**config.mk**
```make
export PLATFORM = sky130hd
export DESIGN_NAME = pc_sequencer
export DESIGN_NICKNAME = d
export VERILOG_FILES = /design/src/rtl/pc_sequencer_pkg.sv /design/src/rtl/npc_target_calc.sv /design/src/rtl/pc_sequencer.sv
export SDC_FILE = /design/constraint.sdc
export NUM_CORES = 1
export LEC_CHECK = 0
export CAP_MARGIN = 25
export CORE_ASPECT_RATIO = 2
export CORE_MARGIN = 10
export CORE_UTILIZATION = 41
export DETAILED_ROUTE_END_ITERATION = 8
export GPL_ROUTABILITY_DRIVEN = 0
export PLACE_DENSITY = 0.72
export SLEW_MARGIN = 40
export SYNTH_ARGS = -nofsm -noshare
export SYNTH_HDL_FRONTEND = slang
export SYNTH_SLANG_ARGS = --single-unit
```
**constraint.sdc**
```tcl
create_clock -name clk -period 4.26 [get_ports clk]
set_input_delay 0.426 -clock clk [delete_from_list [all_inputs] [get_ports clk]]
set_output_delay 0.426 -clock clk [all_outputs]
set_load 0.005 [all_outputs]
```
**src/rtl/pc_sequencer_pkg.sv**
```systemverilog
// ============================================================================
// Module  : pc_sequencer_pkg
// Brief   : Shared NPC operation encodings, reset text base and sequencer
//           state encodings for the fetch-stage PC sequencer.
// Revision: 1.0
// ============================================================================
`default_nettype none

package pc_sequencer_pkg;

    localparam logic [1:0] NPC_PLUS4    = 2'b00;
    localparam logic [1:0] NPC_BRANCH   = 2'b01;
    localparam logic [1:0] NPC_JUMP_IMM = 2'b10;
    localparam logic [1:0] NPC_JUMP_REG = 2'b11;

    localparam logic [31:0] TEXT_BASE_ADDRESS = 32'h0000_3000;

    localparam int unsigned STATE_W = 2;
    localparam logic [STATE_W-1:0] S_BOOT  = 2'd0;
    localparam logic [STATE_W-1:0] S_RUN   = 2'd1;
    localparam logic [STATE_W-1:0] S_FLUSH = 2'd2;
    localparam logic [STATE_W-1:0] S_HALT  = 2'd3;

endpackage

`default_nettype wire

```
**src/rtl/npc_target_calc.sv**
```systemverilog
// ============================================================================
// Module  : npc_target_calc
// Brief   : Combinational redirect target from the redirecting instruction's
//           PC, immediate and register operand, plus a misalignment flag.
// Revision: 1.0
// ============================================================================
`default_nettype none

module npc_target_calc
    import pc_sequencer_pkg::*;
#(
    parameter int PC_W = 32
) (
    input  logic [1:0]      i_rd_op,
    input  logic [PC_W-1:0] i_rd_pc,
    input  logic [25:0]     i_imm26,
    input  logic [PC_W-1:0] i_addr32,
    output logic [PC_W-1:0] o_target,
    output logic            o_misalign
);

    logic [PC_W-1:0] w_p4;
    logic [PC_W-1:0] w_br_off;
    logic [PC_W-1:0] w_jimm;

    assign w_p4     = i_rd_pc + PC_W'(4);
    assign w_br_off = {{(PC_W-18){i_imm26[15]}}, i_imm26[15:0], 2'b00};
    // Jump-immediate keeps the upper region bits of PC+4
    assign w_jimm   = {w_p4[PC_W-1:28], i_imm26, 2'b00};

    always_comb begin
        o_target = w_p4;
        case (i_rd_op)
            NPC_PLUS4:    o_target = w_p4;
            NPC_BRANCH:   o_target = w_p4 + w_br_off;
            NPC_JUMP_IMM: o_target = w_jimm;
            NPC_JUMP_REG: o_target = i_addr32;
            default:      o_target = w_p4;
        endcase
    end

    assign o_misalign = |o_target[1:0];

endmodule

`default_nettype wire

```
**src/rtl/pc_sequencer.sv**
```systemverilog
// ============================================================================
// Module  : pc_sequencer
// Brief   : Fetch-stage PC owner with imem valid/ready handshake, EX redirects
//           with a one-cycle flush bubble, halt and an accepted-fetch counter.
//           Optional exception entry / return enabled by NPC_EXC_EN.
// Revision: 1.0
// ============================================================================
`default_nettype none

module pc_sequencer
    import pc_sequencer_pkg::*;
#(
    parameter int              PC_W       = 32,
    parameter logic [PC_W-1:0] TEXT_BASE  = PC_W'(TEXT_BASE_ADDRESS),
    parameter logic [PC_W-1:0] EXC_VECTOR = PC_W'(32'h0000_4180),
    parameter int              CNT_W      = 32
) (
    input  logic              clk,
    input  logic              rst,
    input  logic              if_ready,
    output logic              if_valid,
    output logic [PC_W-1:0]   pc,
    input  logic              rd_valid,
    input  logic [1:0]        rd_op,
    input  logic [PC_W-1:0]   rd_pc,
    input  logic [25:0]       imm26,
    input  logic [PC_W-1:0]   addr32,
    input  logic              halt,
`ifdef NPC_EXC_EN
    input  logic              exc_req,
    input  logic [PC_W-1:0]   exc_pc,
    input  logic              eret,
    output logic [PC_W-1:0]   epc,
`endif
    output logic              flush,
    output logic              addr_err,
    output logic [CNT_W-1:0]  fetch_cnt
);

    logic [STATE_W-1:0] r_state;
    logic [STATE_W-1:0] w_state_next;
    logic [PC_W-1:0]    r_pc;
    logic               r_flush;
    logic               r_addr_err;
    logic [CNT_W-1:0]   r_fetch_cnt;

    logic [PC_W-1:0]    w_target;
    logic               w_misalign;
    logic               w_active;
    logic               w_exc;
    logic               w_eret;
    logic               w_halt;
    logic               w_redir;
    logic               w_accept;
    logic               w_enter_flush;

    npc_target_calc #(
        .PC_W       (PC_W)
    ) u_target (
        .i_rd_op    (rd_op),
        .i_rd_pc    (rd_pc),
        .i_imm26    (imm26),
        .i_addr32   (addr32),
        .o_target   (w_target),
        .o_misalign (w_misalign)
    );

    assign w_active = (r_state == S_RUN) || (r_state == S_FLUSH);

`ifdef NPC_EXC_EN
    logic [PC_W-1:0] r_epc;
    assign w_exc  = exc_req && (r_state != S_HALT);
    assign w_eret = eret && !exc_req && (r_state != S_HALT);
    assign epc    = r_epc;
`else
    // EXC_VECTOR has no consumer when exception entry is compiled out
    logic w_unused_exc_vector;
    assign w_exc               = 1'b0;
    assign w_eret              = 1'b0;
    assign w_unused_exc_vector = ^EXC_VECTOR;
`endif

    // Priority chain: exception > eret > halt > redirect > accept
    assign w_halt        = halt && w_active && !w_exc && !w_eret;
    assign w_redir       = rd_valid && w_active && !w_exc && !w_eret && !halt;
    assign w_accept      = (r_state == S_RUN) && if_ready && !w_exc && !w_eret
                           && !halt && !rd_valid;
    assign w_enter_flush = w_exc || w_eret || w_redir;

    always_ff @(posedge clk) begin
        if (rst) begin
            r_state <= S_BOOT;
        end else begin
            r_state <= w_state_next;
        end
    end

    always_comb begin
        w_state_next = r_state;
        if (w_enter_flush) begin
            w_state_next = S_FLUSH;
        end else if (w_halt) begin
            w_state_next = S_HALT;
        end else begin
            case (r_state)
                S_BOOT:  w_state_next = S_RUN;
                S_RUN:   w_state_next = S_RUN;
                S_FLUSH: w_state_next = S_RUN;
                S_HALT:  w_state_next = S_HALT;
                default: w_state_next = S_BOOT;
            endcase
        end
    end

    always_comb begin
        if_valid  = (r_state == S_RUN);
        pc        = r_pc;
        flush     = r_flush;
        addr_err  = r_addr_err;
        fetch_cnt = r_fetch_cnt;
    end

    always_ff @(posedge clk) begin
        if (rst) begin
            r_pc        <= TEXT_BASE;
            r_flush     <= 1'b0;
            r_addr_err  <= 1'b0;
            r_fetch_cnt <= '0;
`ifdef NPC_EXC_EN
            r_epc       <= '0;
`endif
        end else begin
            r_flush <= w_enter_flush;
`ifdef NPC_EXC_EN
            if (w_exc) begin
                r_epc <= exc_pc;
            end
`endif
            if (w_exc) begin
                r_pc <= EXC_VECTOR;
            end else if (w_eret) begin
`ifdef NPC_EXC_EN
                r_pc <= r_epc;
`endif
            end else if (w_redir) begin
                r_pc <= {w_target[PC_W-1:2], 2'b00};
                if (w_misalign) begin
                    r_addr_err <= 1'b1;
                end
            end else if (w_accept) begin
                r_pc        <= r_pc + PC_W'(4);
                r_fetch_cnt <= r_fetch_cnt + CNT_W'(1);
            end
        end
    end

endmodule

`default_nettype wire
```
**Yosys cells after proc, flatten, opt, wreduce, memory -nomap -nowiden**

Cells that the tools add are included.

- Add/subtract/negate cells: 4
- Equality and inequality tests: 6
- Muxes and demuxes: 6
- Bitwise gates (word level): 1
- Reductions and logical operators: 17

Operator list:

| kind | number |
|---|---|
| $pmux W32 S4 | 1 |
| $add A32 B3 Y32 const B | 2 |
| $mux W32 | 2 |
| $add A32 B1 Y32 const B | 1 |
| $add A32 B32 Y32 | 1 |
| $eq A2 B2 Y1 const B | 4 |
| $logic_and A1 B1 Y1 | 6 |
| $eq A2 B1 Y1 const B | 2 |
| $logic_not A2 Y1 | 2 |
| $mux W2 | 2 |
| $pmux W2 S2 | 1 |
| $reduce_and A2 Y1 | 2 |
| $reduce_or A2 Y1 | 2 |
| $reduce_or A3 Y1 | 1 |
| $logic_not A1 Y1 | 2 |
| $reduce_bool A2 Y1 | 1 |
| $logic_or A1 B1 Y1 | 1 |
| $not A1 Y1 | 1 |

- Flip-flop bits (word level): 68

**Depth between registers and ports, before layout**

- Word-level depth: 6
- Mapped depth: 17
- Depth with buffers taken out: 16

**Cells and area by module**

From an unflattened synthesis, not the netlist that was laid out.

- Cells, all modules: 812
- Area total of the unflattened synthesis: 6419.9 µm²

Modules (own cells, without submodules):

| module | instances | cells each | area an instance (µm²) |
|---|---|---|---|
| pc_sequencer | 1 | 454 | 3616.0 |
| npc_target_calc | 1 | 358 | 2803.9 |

**Worst setup path before layout**

No wires, ideal clock.

- Path type: input -> register
- Start point: input rd_pc[13]
- End point: register r_pc[23] (netlist: pc[23])
- Setup time: 0.115 ns
- Data arrival time: 3.454 ns
- Setup slack: 0.691 ns
- Stages: 15
- Path buffers: 2
- Cells stage by stage: and4_1 nand4_1 or4_1 clkbuf_1 nor2_1 xor2_1 ha_1 clkbuf_1 nand2_1 o21ai_0 or3_1 o21ai_2 xnor2_1 mux4_2 o21a_1

- Word-level cells in the longest chain between the ends: 4

RTL lines:

| element | line | RTL |
|---|---|---|
| start, declared | pc_sequencer.sv:25 | `input logic [PC_W-1:0] rd_pc,` |
| $add A32 B3 Y32 (*) | npc_target_calc.sv:26 | `assign w_p4 = i_rd_pc + PC_W'(4);` |
| $add A32 B32 Y32 | npc_target_calc.sv:35 | `NPC_BRANCH: o_target = w_p4 + w_br_off;` |
| $pmux W32 S4 (*) | npc_target_calc.sv:33 | `case (i_rd_op)` |
| $mux W32 (*) | pc_sequencer.sv:145 | `end else if (w_redir) begin` |
| end signal, assigned | pc_sequencer.sv:146 | `r_pc <= {w_target[PC_W-1:2], 2'b00};` |
| end signal, assigned | pc_sequencer.sv:151 | `r_pc <= r_pc + PC_W'(4);` |
| end, declared | pc_sequencer.sv:42 | `logic [PC_W-1:0] r_pc;` |

Every way passes the cells marked *; elsewhere a longest branch is shown, timed or not.
A chain may end at the register's enable or synchronous reset.

**Final worst setup path**

- Start point: input rd_pc[10]
- End point: register r_pc[23] (netlist: pc[23])

Same word-level chain as after synthesis.

==> flow_metrics.py <==
metrics = {
    "worst_setup_path": {
        "cp-endpoint": "pc[23]",
        "critical_path_class": "in2reg",
        "r2r_cells": 9,
        "cp_data_required_time_ps": 4480,
        "max_stage_delay_ps": 520,
        "critPathCaptureType": "flip-flop",
        "rr_startpoint": "r_state[1]",
        "cp_data_arrival_time_ps": 4290,
        "startpoint_type": "input port",
        "crit_start": "rd_pc[10]",
        "cp.depth": 14,
        "critPathTopFamily": "simple AND/OR/NAND/NOR gates",
        "ff2ff_setup_slack_ps": 1530,
        "reg2reg_to": "pc[24]",
        "crit_chain": "clkdlybuf4s50_1 -> nand4_1 -> buf_4 -> nor3_2 -> nand4_1 -> xnor2_1 -> ha_1 -> a21oi_1 -> o21ai_0 -> or3_1 -> o21ai_2 -> xnor2_1 -> mux4_2 -> o21a_1",
        "path_max_fanout": 5,
        "crit_buf_inv": 2,
        "slowest_stage": "clkdlybuf4s50_1",
    },
    "logic_synthesis": {
        "synth_edf_count": 0,
        "ys_ff_latch": 66,
        "synthSimpleGateAreaFrac": 0.258,
        "yosys_warnings": 0,
        "synth.most_common_cell": "nor2_1",
        "synth-xor-area-share": 0.140,
        "synth_seq_area_share": 0.218,
        "avgSynthCellArea_um2": 7.93,
        "yosys.area.top_type": "dfxtp_1",
        "synth_top_family_by_area": "simple AND/OR/NAND/NOR gates",
        "syn_area_mm2": 0.00607,
        "synthAdderAreaFrac": 0.0836,
        "synthTopCellsByArea": "dfxtp_1 (22%), ha_1 (8.0%), xnor2_1 (7.4%)",
        "synth_ff_type": "dfxtp_1",
        "synth_cell_types": 66,
        "synth_top_area_share": 0.218,
        "synth_cells": 766,
        "synthArstFlopShare": 0,
        "synth_common_cells": "nor2_1 (95), dfxtp_1 (66), nand2_1 (63)",
        "synth.area.mux_share": 0.0869,
        "synth_compound_area_frac": 0.176,
    },
    "drt": {
        "wl_um": 21800,
        "vias": 6538,
        "drt-wirelength-per-cell_um": 19.0,
        "drc": 0,
        "via_per_inst": 5.70,
        "dr.pass1.iters": 6,
        "antenna_left": 0,
        "dr.first_iter.drc_count": 387,
    },
    "final_layout": {
        "nNetsFinal": 1087,
        "drive_above_1_share": 0.0986,
        "n_fill_cell": 1327,
        "fin_util": 0.584,
        "multi_input_area_mm2": 0.00453,
        "final_cell_area_mm2": 0.00842,
        "syn_to_final_growth_pct": 38.7,
        "final-seq-area_mm2": 0.00132,
        "instances_no_fill": 1147,
    },
    "cts": {
        "cts.sink_count": 66,
        "cts_tree": "done",
        "path_clk_slew_ps": 50,
        "cts_buffers": 9,
        "cts_max_path_buffers": 2,
        "cts_hold_buf": 0,
        "root_buffer": "clkbuf_16",
        "worstSkewPairLatency_ps": 330,
        "htree_levels": 3,
        "cts_setup_buffers": 0,
    },
    "sta": {
        "grt_setup_unrepaired": "false",
        "hold_viol": 0,
        "drv_slew": 0,
        "slew_headroom": 0.470,
        "setup_viol_count_final": 0,
        "worst_pin_slew_ps": 795,
        "fmax_mhz": 246,
        "skew_ps": 5.62,
        "period_needed_ps": 4070,
        "min_period_over_period": 0.956,
    },
    "floorplanning": {
        "dieWidth_um": 106,
        "die_h_um": 192,
        "coreArea_mm2": 0.0144,
        "start_util": 0.421,
        "ios": 164,
        "rows": 62,
        "die_area_mm2": 0.0204,
    },
    "placement": {
        "io_buffers": 161,
        "place_area_mm2": 0.00811,
        "dp_hpwl_um": 18400,
        "place_inst": 1131,
    },
    "grt": {
        "antenna_found_initial": 2,
        "overflow": 0,
        "gr-usage-all-layers": 0.211,
        "grt_pass1_wl_um": 34600,
        "grt_pass1_vias": 6725,
        "grt_max_degree": 40,
    },
    "pwr": {
        "power.density_mw_per_mm2": 253,
        "power.total_mw": 2.13,
        "ir_drop_mv": 0.167,
        "p_leak_nw": 3.27,
    },
    "worst_hold_path": {
        "hold_path.class": "reg2reg",
    },
    "job": {
        "maxCapViolCount": 0,
    },
    "run_status": {
        "status": "complete, no violations",
    },
}
## placed cells by master, fill, tap and decap left out, types with 4 or more instances in the layout
master           count
a21oi_1             50
nand3_1             35
mux2i_1             10
and2_1               5
clkbuf_16            9
or3_1               13
a311oi_1             4
and4_1               9
o21a_1               5
nor2b_1              5
dfxtp_1             66
nor3_2               4
nand2_1             63
nor3_1              13
o22ai_1              4
clkdlybuf4s50_1    159
and3_1              21
nor2_1              95
mux4_2              19
buf_4               44
a21o_1              14
o21ai_0             29
ha_1                39
nand2b_1             5
xnor2_1             51
o211ai_1             6
o31ai_1              4
inv_1               23
a31oi_1              5
nand4_1             30
a211oi_1            14
o21ai_1              8
xor2_1              46
## stage by stage
step	hold WS, ps	setup slack, ps	setup TNS (ps)
3_3_place_gp	446	-222	-222
3_5_place_dp	476	-247	-247
5_1_grt	523	31.2	0
2_1_floorplan	460	691	0
4_1_cts	487	79.1	0
6_report	484	188	0
## power by group
| part | switching [mW] | total, mW | internal [mW] |
|---|---|---|---|
| registers | 0.0313 | 0.676 | 0.645 |
| logic | 0.335 | 0.685 | 0.350 |
| clock network | 0.254 | 0.774 | 0.520 |
| total | 0.620 | 2.13 | 1.52 |
## how the worst min path moves through the flow
| stage | start | to | slack (ps) | cells past startpoint |
|---|---|---|---|---|
| after floorplan | addr_err | addr_err | 460 | 2 |
| after CTS | fetch_cnt[1] | fetch_cnt[1] | 490 | 2 |
| after global placement | addr_err | addr_err | 450 | 2 |
| final | fetch_cnt[1] | fetch_cnt[1] | 480 | 2 |
| after global routing | fetch_cnt[1] | fetch_cnt[1] | 520 | 2 |
| after detailed placement | addr_err | addr_err | 480 | 2 |
## worst reg2reg max path: stages, from the launching register on
cell and delay [ps]:
dfxtp_1 330, inv_1 50, ha_1 300, or3b_2 820, nand2b_1 420, inv_1 220
nand2_1 160, and3_1 170, a22o_1 110, nor2_1 40
## flip-flops by register name (all words and copies together), names as in the netlist
register and flops:
r_state 2, pc 30, fetch_cnt 32, addr_err 1
flush 1
## cells by family (layout without fill, tap and decap cells)
family | after synthesis | after routing
other | 1 | 4
and+or+nand+nor | 312 | 312
xor gates and xnor gates | 97 | 97
DFF | 66 | 66
AOI/OAI and AO/OA | 165 | 165
buffers and inverters | 56 | 242
muxes | 29 | 29
adders and majority gates | 40 | 40
## metal layers
| layer | track usage | routed length, um | up-vias |
|---|---|---|---|
| met1 | 0.195 | 7410 | 3015 |
| met4 | 0.130 | 1190 | 0 |
| met5 | 0 | 0 | - |
| met2 | 0.404 | 11800 | 285 |
| li1 | - | - | 3159 |
| met3 | 0.0453 | 1360 | 79 |
## cell type report
| type | instances | share of cell area |
|---|---|---|
| tap | 192 | 0.0285 |
| clock inverter | 3 | 0.00772 |
| multi-input combinational | 645 | 0.538 |
| timing repair buffer | 205 | 0.229 |
| inverter | 23 | 0.0102 |
| antenna | 2 | 0.000594 |
| clock buffer | 11 | 0.0288 |
| sequential | 66 | 0.157 |
## timing repair
| item | CTS | global route |
|---|---|---|
| setup endpoints to repair | 0 | 1 |
| resized for setup | 0 | 1 |
| endpoints found under the hold margin | 0 | 0 |
Power figures use the tool's default switching activity.
